## config.mk

```make
export PLATFORM = sky130hd
export DESIGN_NAME = tile_serializer
export DESIGN_NICKNAME = d
export VERILOG_FILES = /design/src/rtl/tile_pkg.sv /design/src/rtl/tile_rc_counter.sv /design/src/rtl/tile_serializer.sv
export SDC_FILE = /design/constraint.sdc
export NUM_CORES = 1
export LEC_CHECK = 0
export BUFFER_PORTS_ARGS = -buffer_cell sky130_fd_sc_hd__clkbuf_2
export CELL_PAD_IN_SITES_DETAIL_PLACEMENT = 0
export CELL_PAD_IN_SITES_GLOBAL_PLACEMENT = 1
export CORE_AREA = 2 2 413 415
export CTS_CLUSTER_DIAMETER = 120
export DETAILED_ROUTE_END_ITERATION = 10
export DIE_AREA = 0 0 415 417
export PLACE_DENSITY_LB_ADDON = 0.1
export SKIP_LAST_GASP = 1
export SLEW_MARGIN = 20
export SYNTH_ARGS = -nofsm -noshare
export SYNTH_HDL_FRONTEND = slang
export SYNTH_HIERARCHICAL = 1
export SYNTH_SLANG_ARGS = --single-unit
```

## constraint.sdc

```tcl
create_clock -name clk -period 48.6 [get_ports clk]
set_input_delay 4.86 -clock clk [delete_from_list [all_inputs] [get_ports clk]]
set_output_delay 4.86 -clock clk [all_outputs]
set_load 0.01 [all_outputs]
```

## src/rtl/tile_pkg.sv

```systemverilog
// Shared types and helpers for the tile array interface (writer and reader ends).
package tile_pkg;

    localparam int TILE_ROWS   = 8;
    localparam int TILE_COLS   = 16;
    localparam int TILE_DATA_W = 8;
    // Wide enough to hold ROWS*COLS at the 256x256 maximum.
    localparam int LEN_W       = 17;

    typedef logic [TILE_DATA_W-1:0] elem_t;
    typedef elem_t tile_t [0:TILE_ROWS-1][0:TILE_COLS-1];

    typedef enum logic {
        IDLE = 1'b0,
        SEND = 1'b1
    } ser_state_e;

    // A zero or oversized request means "the whole tile".
    function automatic logic [LEN_W-1:0] clip_len(input logic [15:0] len,
                                                  input logic [LEN_W-1:0] total);
        logic [LEN_W-1:0] l;
        l = {1'b0, len};
        if ((l == '0) || (l > total)) begin
            return total;
        end
        return l;
    endfunction

endpackage

```

## src/rtl/tile_rc_counter.sv

```systemverilog
// Row/column wrap counter for walking a tile in row-major order; shared with the deserializer.
module tile_rc_counter
    import tile_pkg::*;
#(
    parameter int ROWS  = 8,
    parameter int COLS  = 16,
    parameter int ROW_W = (ROWS > 1) ? $clog2(ROWS) : 1,
    parameter int COL_W = (COLS > 1) ? $clog2(COLS) : 1
) (
    input  logic             clk,
    input  logic             rst_n,
    input  logic             clr_i,
    input  logic             en_i,
    output logic [ROW_W-1:0] row_nxt_o,
    output logic [COL_W-1:0] col_nxt_o,
    output logic             last_o
);

    logic [ROW_W-1:0] row_q, row_d;
    logic [COL_W-1:0] col_q, col_d;
    logic             col_wrap;
    logic             row_wrap;

    always_comb begin
        col_wrap  = (col_q == COL_W'(COLS - 1));
        row_wrap  = (row_q == ROW_W'(ROWS - 1));
        last_o    = col_wrap && row_wrap;
        col_nxt_o = col_wrap ? '0 : col_q + COL_W'(1);
        row_nxt_o = row_q;
        if (col_wrap) begin
            row_nxt_o = row_wrap ? '0 : row_q + ROW_W'(1);
        end

        row_d = row_q;
        col_d = col_q;
        if (clr_i) begin
            row_d = '0;
            col_d = '0;
        end else if (en_i) begin
            row_d = row_nxt_o;
            col_d = col_nxt_o;
        end
    end

    always_ff @(posedge clk or negedge rst_n) begin
        if (!rst_n) begin
            row_q <= '0;
            col_q <= '0;
        end else begin
            row_q <= row_d;
            col_q <= col_d;
        end
    end

endmodule

```

## src/rtl/tile_serializer.sv

```systemverilog
// Captures a whole tile in one cycle and drains it row-major as a byte valid/ready stream.
// Optional TILE_SERIALIZER_LAST_EN adds byte_last_o / row_last_o framing outputs.
module tile_serializer
    import tile_pkg::*;
#(
    parameter int ROWS   = 8,
    parameter int COLS   = 16,
    parameter int DATA_W = 8
) (
    input  logic              clk,
    input  logic              rst_n,
    input  logic [DATA_W-1:0] tile_i [0:ROWS-1][0:COLS-1],
    input  logic [15:0]       tile_len_i,
    input  logic              tile_valid_i,
    output logic              tile_ready_o,
    output logic [DATA_W-1:0] byte_o,
    output logic              byte_valid_o,
    input  logic              byte_ready_i,
    output logic              busy_o,
    output logic              done_o
`ifdef TILE_SERIALIZER_LAST_EN
    ,
    output logic              byte_last_o,
    output logic              row_last_o
`endif
);

    localparam int TOTAL = ROWS * COLS;
    localparam int ROW_W = (ROWS > 1) ? $clog2(ROWS) : 1;
    localparam int COL_W = (COLS > 1) ? $clog2(COLS) : 1;
    localparam logic [LEN_W-1:0] TOTAL_L = LEN_W'(TOTAL);

    ser_state_e        state_q, state_d;
    logic [DATA_W-1:0] buf_q [0:ROWS-1][0:COLS-1];
    logic [DATA_W-1:0] buf_d [0:ROWS-1][0:COLS-1];
    logic [LEN_W-1:0]  len_q, len_d;
    logic [15:0]       sent_q, sent_d;
    logic [DATA_W-1:0] byte_q, byte_d;
    logic              vld_q, vld_d;
    logic              done_q, done_d;

    logic              cnt_clr;
    logic              cnt_en;
    logic [ROW_W-1:0]  row_nxt;
    logic [COL_W-1:0]  col_nxt;
    logic              pos_last;
    logic              xfer;
    logic              last_xfer;
    logic [LEN_W-1:0]  len_clip;

`ifdef TILE_SERIALIZER_LAST_EN
    logic              blast_q, blast_d;
    logic              rlast_q, rlast_d;
`endif

    tile_rc_counter #(
        .ROWS  (ROWS),
        .COLS  (COLS),
        .ROW_W (ROW_W),
        .COL_W (COL_W)
    ) u_rc (
        .clk       (clk),
        .rst_n     (rst_n),
        .clr_i     (cnt_clr),
        .en_i      (cnt_en),
        .row_nxt_o (row_nxt),
        .col_nxt_o (col_nxt),
        .last_o    (pos_last)
    );

    always_comb begin
        state_d  = state_q;
        buf_d    = buf_q;
        len_d    = len_q;
        sent_d   = sent_q;
        byte_d   = byte_q;
        vld_d    = vld_q;
        done_d   = 1'b0;
        cnt_clr  = 1'b0;
        cnt_en   = 1'b0;
        len_clip = clip_len(tile_len_i, TOTAL_L);
        xfer     = vld_q && byte_ready_i;
        // The position check keeps the walk inside the tile even if len_q were ever corrupt.
        last_xfer = xfer && (({1'b0, sent_q} == (len_q - LEN_W'(1))) || pos_last);
`ifdef TILE_SERIALIZER_LAST_EN
        blast_d  = blast_q;
        rlast_d  = rlast_q;
`endif

        case (state_q)
            IDLE: begin
                if (tile_valid_i) begin
                    buf_d   = tile_i;
                    len_d   = len_clip;
                    sent_d  = '0;
                    cnt_clr = 1'b1;
                    byte_d  = tile_i[0][0];
                    vld_d   = 1'b1;
                    state_d = SEND;
`ifdef TILE_SERIALIZER_LAST_EN
                    blast_d = (len_clip == LEN_W'(1));
                    rlast_d = (COLS == 1) || (len_clip == LEN_W'(1));
`endif
                end
            end
            SEND: begin
                if (last_xfer) begin
                    vld_d   = 1'b0;
                    done_d  = 1'b1;
                    state_d = IDLE;
                end else if (xfer) begin
                    sent_d = sent_q + 16'd1;
                    cnt_en = 1'b1;
                    byte_d = buf_q[row_nxt][col_nxt];
`ifdef TILE_SERIALIZER_LAST_EN
                    blast_d = (({1'b0, sent_q} + LEN_W'(2)) == len_q);
                    rlast_d = (col_nxt == COL_W'(COLS - 1)) ||
                              (({1'b0, sent_q} + LEN_W'(2)) == len_q);
`endif
                end
            end
            default: state_d = IDLE;
        endcase
    end

    always_ff @(posedge clk or negedge rst_n) begin
        if (!rst_n) begin
            state_q <= IDLE;
            len_q   <= '0;
            sent_q  <= '0;
            byte_q  <= '0;
            vld_q   <= 1'b0;
            done_q  <= 1'b0;
`ifdef TILE_SERIALIZER_LAST_EN
            blast_q <= 1'b0;
            rlast_q <= 1'b0;
`endif
        end else begin
            state_q <= state_d;
            len_q   <= len_d;
            sent_q  <= sent_d;
            byte_q  <= byte_d;
            vld_q   <= vld_d;
            done_q  <= done_d;
`ifdef TILE_SERIALIZER_LAST_EN
            blast_q <= blast_d;
            rlast_q <= rlast_d;
`endif
        end
    end

    // Tile storage is pure data and is intentionally left out of reset.
    always_ff @(posedge clk) begin
        buf_q <= buf_d;
    end

    assign tile_ready_o = (state_q == IDLE);
    assign busy_o       = (state_q == SEND);
    assign byte_o       = byte_q;
    assign byte_valid_o = vld_q;
    assign done_o       = done_q;
`ifdef TILE_SERIALIZER_LAST_EN
    assign byte_last_o  = blast_q;
    assign row_last_o   = rlast_q;
`endif

endmodule

```

==> metrics.txt, run 1 <==
crit path launch=tile_valid_i; area of the multi-input gates=slightly below 10000 sq um; Sequential cell area=32000 sq um; IO Pins=1056; Setup Buffers After CTS=0; setup slack at placement=slightly below 40 ns; RR Endpoint=byte_o[0]; Final Worst Setup Slack=40.40 ns; global-route wire length before repair=228 mm; routability cong.=0.814; main combinational cell family by area after synthesis=multiplexers; WP data arrival=between 8 and 9 ns; Final Power=0.00261 W; die area=~170000 sq um; RR Startpoint=u_rc/col_q[0]; Synth Area in Compound Gates=0.0452; starting density of the core=0.250; top area cells in the synthesized netlist=edfxtp_1 73%, mux4_2 9.4%, mux2i_1 3.2%, dfrtp_1 3.0%, mux2_2 1.6%; vias in the first global route=27500; grt total ovfl=0; status=complete, no violations; Main synth FF type=edfxtp_1; Post-Layout Inst Area=54500 sq um; #FFs+latches synth=1074; peak supply drop=0.0000337 V; Post-CTS Resized=0; Worst Skew=0.0361 ns; Final Hold Viols=0; initial detailed-routing violation count=1744; WP data required=48.97 ns; Num CTS Buffers=between 100 and 150; multiplexer area fraction after synthesis=0.141; Worst Setup Start Kind=input pin; Simple-Gate Fraction of Synth Area=0.0348; Avg WL per Cell=slightly above 30 um; H-tree levels=4; Seq/Total Area, Yosys=0.759; row cnt=roughly 150; Critical Path Most Common Cell=buf_4; placed cell area=roughly 50000 sq um; Max Fclk=122 MHz; Post-Synth Adder-Cell Area=0.00148; CTS max path bufs=3; post-synthesis cell area=42100 sq um; Post-Syn Nets=around 3200; Die Width=415 um; Pleak=about 19 nW; CP Class=input pin to flip-flop; hold-fix buffers at CTS=0; DRC=0; initial antenna violation count=118; slowest cell on the critical path=buf_4; synthesized area per cell=19.5 sq um; area leader, netlist=edfxtp_1; R2R setup slack=~43 ns; Worst-path clk slew=0.05 ns; clock latency on the worst-skew pair=just under 0.8 ns; Worst Min Path Start=byte_valid_o; worst r2r path cells=11; Synth async-reset ratio=0.0466; Syn Inst Count=2158; Setup Viol. Count Final=0; pin count of the biggest net entering global routing=153; relative slew slack=0.291; Sink Count=~1100; worst hold endpoint=byte_valid_o; PortBufs=1055; post-layout net count=4322; crit path cell chain=clkbuf_2 > nand2_1 > buf_4 > inv_8 > buf_12 > buf_4 > buf_4; vias after detailed routing=25700; worst hold path depth=1; worst min path class=flip-flop to flip-flop; xor/xnor share of the synthesized area=0.00353; die height=417 um; dpl hpwl=130 mm; Tightest Pin Transition=about 1.1 ns; Final Max Slew Viols=0; RSZ-0062 raised after global routing=false; Routed Antenna Nets=0; Post-synth EDFFs=1024; Detailed Route WL=about 170 mm; post-layout min period=8.20 ns; layout cell share with drive strength beyond 1=0.464; synth unique cells=63; core footprint=169000 sq um; Worst Setup End Kind=flip-flop; via density per instance=4.57; Syn. warnings=6; pwr dens=approximately 48 nW/um^2; Synth top area share=0.730; 1st-pass router iterations=7; Clock Tree Root=clkbuf_16; max incr delay on CP=between 0.9 and 1 ns; Final period util=0.169; total of max-cap violations=0; area grow syn2layout=29.3%; Fillers=16600; GRT Resource Usage Total=0.192; CTS tree=yes; setup_tns=0 ns; crit path max fanout=~150
[Yosys cell counts, drive strengths merged, types with 9 or more instances]
cell and n:
o211ai 17, a21oi 40, mux2i 133, nor4 15, or2 9, edfxtp 1024, nand3 39, nor2b 42
mux4 176, a211oi 30, mux2 58, clkbuf 64, a22oi 28, o21ai 47, buf 62, o22ai 50
nand4 11, xnor2 9, nand2 63, nor3 13, dfrtp 50, inv 15, nor2 44, a2111oi 25
[flip-flops by register name, summed over array words and instances (netlist names), 3 cells and up]
register,count
buf_q,1024
byte_o,8
u_rc/col_q,4
len_q,16
sent_q,16
u_rc/row_q,3
[cells by family (layout without fill, tap and decap cells)]
logic type,count (synthesis),in the layout
AOI/OAI and AO/OA,279,279
adders and majority gates,5,5
muxes,367,367
xor gates and xnor gates,17,17
and+or+nand+nor,275,275
other,0,24
DFF,1074,1074
buffers and inverters,141,1355
[how the worst max path moves through the flow]
stage | to | slack, ns | cells past startpoint
2_1_floorplan | len_q[0] | 13.34 | 5
3_3_place_gp | buf_q[1022] | 39.57 | 7
3_5_place_dp | buf_q[150] | 39.45 | 7
4_1_cts | buf_q[622] | 40.31 | 7
5_1_grt | buf_q[479] | 40.07 | 7
6_report | buf_q[270] | 40.40 | 7
[report_power, final]
part | switching [W] | leakage [nW] | internal [W]
registers | 0.0000178 | 9.86 | 0.00105
logic | 0.000380 | 7.21 | 0.000216
clock network | 0.000398 | 2.00 | 0.000553
total | 0.000796 | 19.1 | 0.00181
[per-stage QoR]
stage                     utilization  hold WS [ns]  cells
after floorplan                     -         0.499   2158
after global placement          0.298         0.512   5359
after detailed placement        0.299         0.516   5359
after CTS                       0.323         0.530   5590
after global routing            0.323         0.557   5608
final                           0.323         0.534   5614
[area by class of cell]
class                   instances  area share
flip-flops and latches       1074       0.587
diodes                         24     0.00110
inverters                      15     0.00117
clock buffers                 160      0.0631
clock inverters                71      0.0122
repair buffers               1109       0.105
well taps                    2218      0.0509
multi-input cells             943       0.179
[worst max-delay path: cells and delay by family]
kind          cells  cell delay, ns
buf+inv           6            3.28
simple gates      1            0.05
[metal layers]
metal / track usage / share of wire / up-vias
met5: 0 / 0.0029 / -
met4: 0.0482 / 0.022 / 78
met3: 0.0554 / 0.060 / 331
met2: 0.363 / 0.55 / 948
met1: 0.209 / 0.36 / 13100
li1: - / - / 11200
[cell usage in the layout, fill, tap and decap left out, types with 17 or more instances in the layout]
cell type	instances
buf_4	51
dfrtp_1	50
clkinv_1	26
nor2_1	43
clkbuf_2	1055
a22oi_1	28
a21oi_1	40
o21ai_0	45
clkbuf_1	26
o211ai_1	17
edfxtp_1	1024
nor2b_1	40
mux2_2	56
a211oi_1	30
o22ai_1	49
mux2i_1	133
clkbuf_16	133
diode_2	24
nand3_1	38
clkinv_2	18
mux4_2	176
nand2_1	61
No activity file was read; power rests on OpenSTA's default activity.
==> run 2: changes to the inputs <==
Clock period 48.6 ns to 7.52 ns, I/O delays scaled along.
==> metrics.txt, run 2 (synthesis results as in run 1) <==
die height=417 um (unchanged); Setup Viol. Count Final=0 (unchanged); Largest regs=buf_q: 1024 flops, len_q: 16 flops, sent_q: 16 flops (unchanged); RR Startpoint=u_rc/col_q[0] (unchanged); area grow syn2layout=29.7% (was 29.3%); Final Hold Viols=0 (unchanged); crit path cell chain=ha_4 > nand3_1 > nor3_1 > a21o_4 > buf_12 > or3b_2 > o22ai_1 > a2111oi_1 > o21ai_0 > and4_1 > o211ai_1 (was clkbuf_2 > nand2_1 > buf_4 > inv_8 > buf_12 > buf_4 > buf_4); final core occ=0.324 (was 0.323); H-tree levels=4 (unchanged); worst hold path depth=1 (unchanged); Final period util=0.740; relative slew slack=0.278 (was 0.291); worst r2r path cells=11 (unchanged); dpl hpwl=131 mm (was 130 mm); Detailed Route WL=172 mm (was 169 mm); cell family with the largest share of critical-path delay=compound AO/OA/AOI/OAI gates (was buffers and inverters); Num CTS Buffers=131 (was 130); crit path max fanout=45 (was 152); Final Max Slew Viols=0 (unchanged); vias in the first global route=27600 (was 27500); Max Fclk=180 MHz; post-layout net count=4304 (was 4322); met1 Use GR=0.214 (was 0.209); hold-fix buffers at CTS=0 (unchanged); Die Width=415 um (unchanged); post-layout min period=between 5 and 6 ns; PortBufs=1055 (unchanged); grt met3 use=0.0490 (was 0.0554); worst hold endpoint=buf_q[487] (was byte_valid_o); WP data required=8.19 ns (was 48.97 ns); IO Pins=1056 (unchanged); Buf/Inv on CP=1 (was 6); initial antenna violation count=107 (was 118); Worst Setup End Kind=flip-flop (unchanged); CTS tree=yes (unchanged); worst min path class=input pin to flip-flop (was flip-flop to flip-flop); R2R setup slack=1.96 ns (was 42.79 ns); die area=173000 sq um (unchanged); Fillers=16500 (was 16600); Largest register FFs=1024 (unchanged); grt met2 use=0.370 (was 0.363); Post-CTS Resized=0 (unchanged); pwr dens=311 nW/um^2 (was 47.9 nW/um^2); Tightest Pin Transition=1.08 ns (was 1.06 ns); Worst Min Path Start=tile_i[487] (was byte_valid_o); core footprint=169000 sq um (unchanged); WP data arrival=6.23 ns (was 8.58 ns); status=complete, no violations (unchanged); Routed Antenna Nets=0 (unchanged); CP Class=flip-flop to flip-flop (was input pin to flip-flop); Worst Skew=0.0176 ns (was 0.0361 ns); starting density of the core=0.250 (unchanged); most frequent cells in the layout=1055 x clkbuf_2, 1024 x edfxtp_1, 176 x mux4_2 (unchanged); 1st-pass router iterations=8 (was 7); RR Endpoint=byte_o[0] (unchanged); Pleak=19.1 nW (about the same); grt total ovfl=0 (unchanged); commonest non-fill, non-tap cell in the layout=clkbuf_2 (unchanged); vias after detailed routing=25500 (was 25700); Worst Setup Start Kind=flip-flop (was input pin); setup_tns=0 ns (unchanged); Most flops, register=buf_q (unchanged); max incr delay on CP=0.98 ns (was 0.91 ns); row cnt=151 (unchanged); Crit path depth=11 (was 7); total of max-cap violations=0 (unchanged); slowest cell on the critical path=a2111oi_1 (was buf_4); Top Usage Layer GRT=met2 (unchanged); DRC=0 (unchanged); initial detailed-routing violation count=1903 (was 1744); peak supply drop=0.000225 V (was 0.0000337 V); CTS max path bufs=3 (unchanged); Setup Buffers After CTS=0 (unchanged); global-route wire length before repair=232 mm (was 228 mm); RSZ-0062 raised after global routing=false (unchanged); GRT Resource Usage Total=0.196 (was 0.192); layout cell share with drive strength beyond 1=0.463 (was 0.464); clock latency on the worst-skew pair=0.76 ns (was 0.78 ns); routability cong.=0.851 (was 0.814); Clock Tree Root=clkbuf_16 (unchanged); Worst-path clk slew=0.06 ns (was 0.05 ns); Sink Count=1074 (unchanged); Avg WL per Cell=30.7 um (was 30.2 um); via density per instance=4.55 (was 4.57); pin count of the biggest net entering global routing=176 (was 153)
## run 2: worst max path at each step
stage | slack (ns) | startpoint | endpoint
floorplan | 1.45 | tile_valid_i | len_q[0]
global route | 1.65 | u_rc/col_q[0] | byte_o[0]
finish | 1.96 | u_rc/col_q[0] | byte_o[0]
global placement | 1.51 | u_rc/col_q[0] | byte_o[1]
CTS | 1.82 | u_rc/col_q[0] | byte_o[0]
detailed placement | 1.85 | u_rc/col_q[0] | byte_o[0]
## run 2: per-layer routing
layer  vias to the layer above  share of wire
met1                     13100           0.36
li1                      11200              -
met5                         -         0.0028
met2                       870           0.56
met3                       313          0.053
met4                        72          0.024
## run 2: area by class of cell
class | instances | area, sq um | share of cell area
sequential | 1074 | 32000 | 0.586
multi-input combinational | 943 | 9750 | 0.178
timing repair buffer | 1090 | 5680 | 0.104
clock buffer | 165 | 3530 | 0.0646
tap | 2218 | 2780 | 0.0508
clock inverter | 70 | 751 | 0.0137
antenna | 35 | 87.6 | 0.00160
inverter | 15 | 63.8 | 0.00117
## run 2: report_power, final
group / switching [W] / internal [W]
clock network: 0.00259 / 0.00378
registers: 0.000125 / 0.00676
logic: 0.00242 / 0.00133
total: 0.00513 / 0.0119
## run 2: stage by stage
| stage | total power, W | std cells | setup WS [ns] | area (sq um) | hold slack, ns |
|---|---|---|---|---|---|
| detailed placement | 0.0110 | 5339 | 1.85 | 50200 | 0.521 |
| finish | 0.0170 | 5610 | 1.96 | 54600 | 0.155 |
| global placement | 0.0110 | 5338 | 1.51 | 50200 | 0.517 |
| global route | 0.0178 | 5594 | 1.65 | 54600 | 0.103 |
| floorplan | 0.00884 | 2158 | 1.45 | 42100 | 0.456 |
| CTS | 0.0175 | 5574 | 1.82 | 54500 | 0.0840 |
## run 2: worst register-to-register path, stage by stage (launching register included)
cell	delay (ns)
dfrtp_1	0.50
ha_4	0.24
nand3_1	0.25
nor3_1	0.33
a21o_4	0.61
buf_12	0.42
or3b_2	0.87
o22ai_1	0.20
a2111oi_1	0.98
o21ai_0	0.61
and4_1	0.33
o211ai_1	0.15
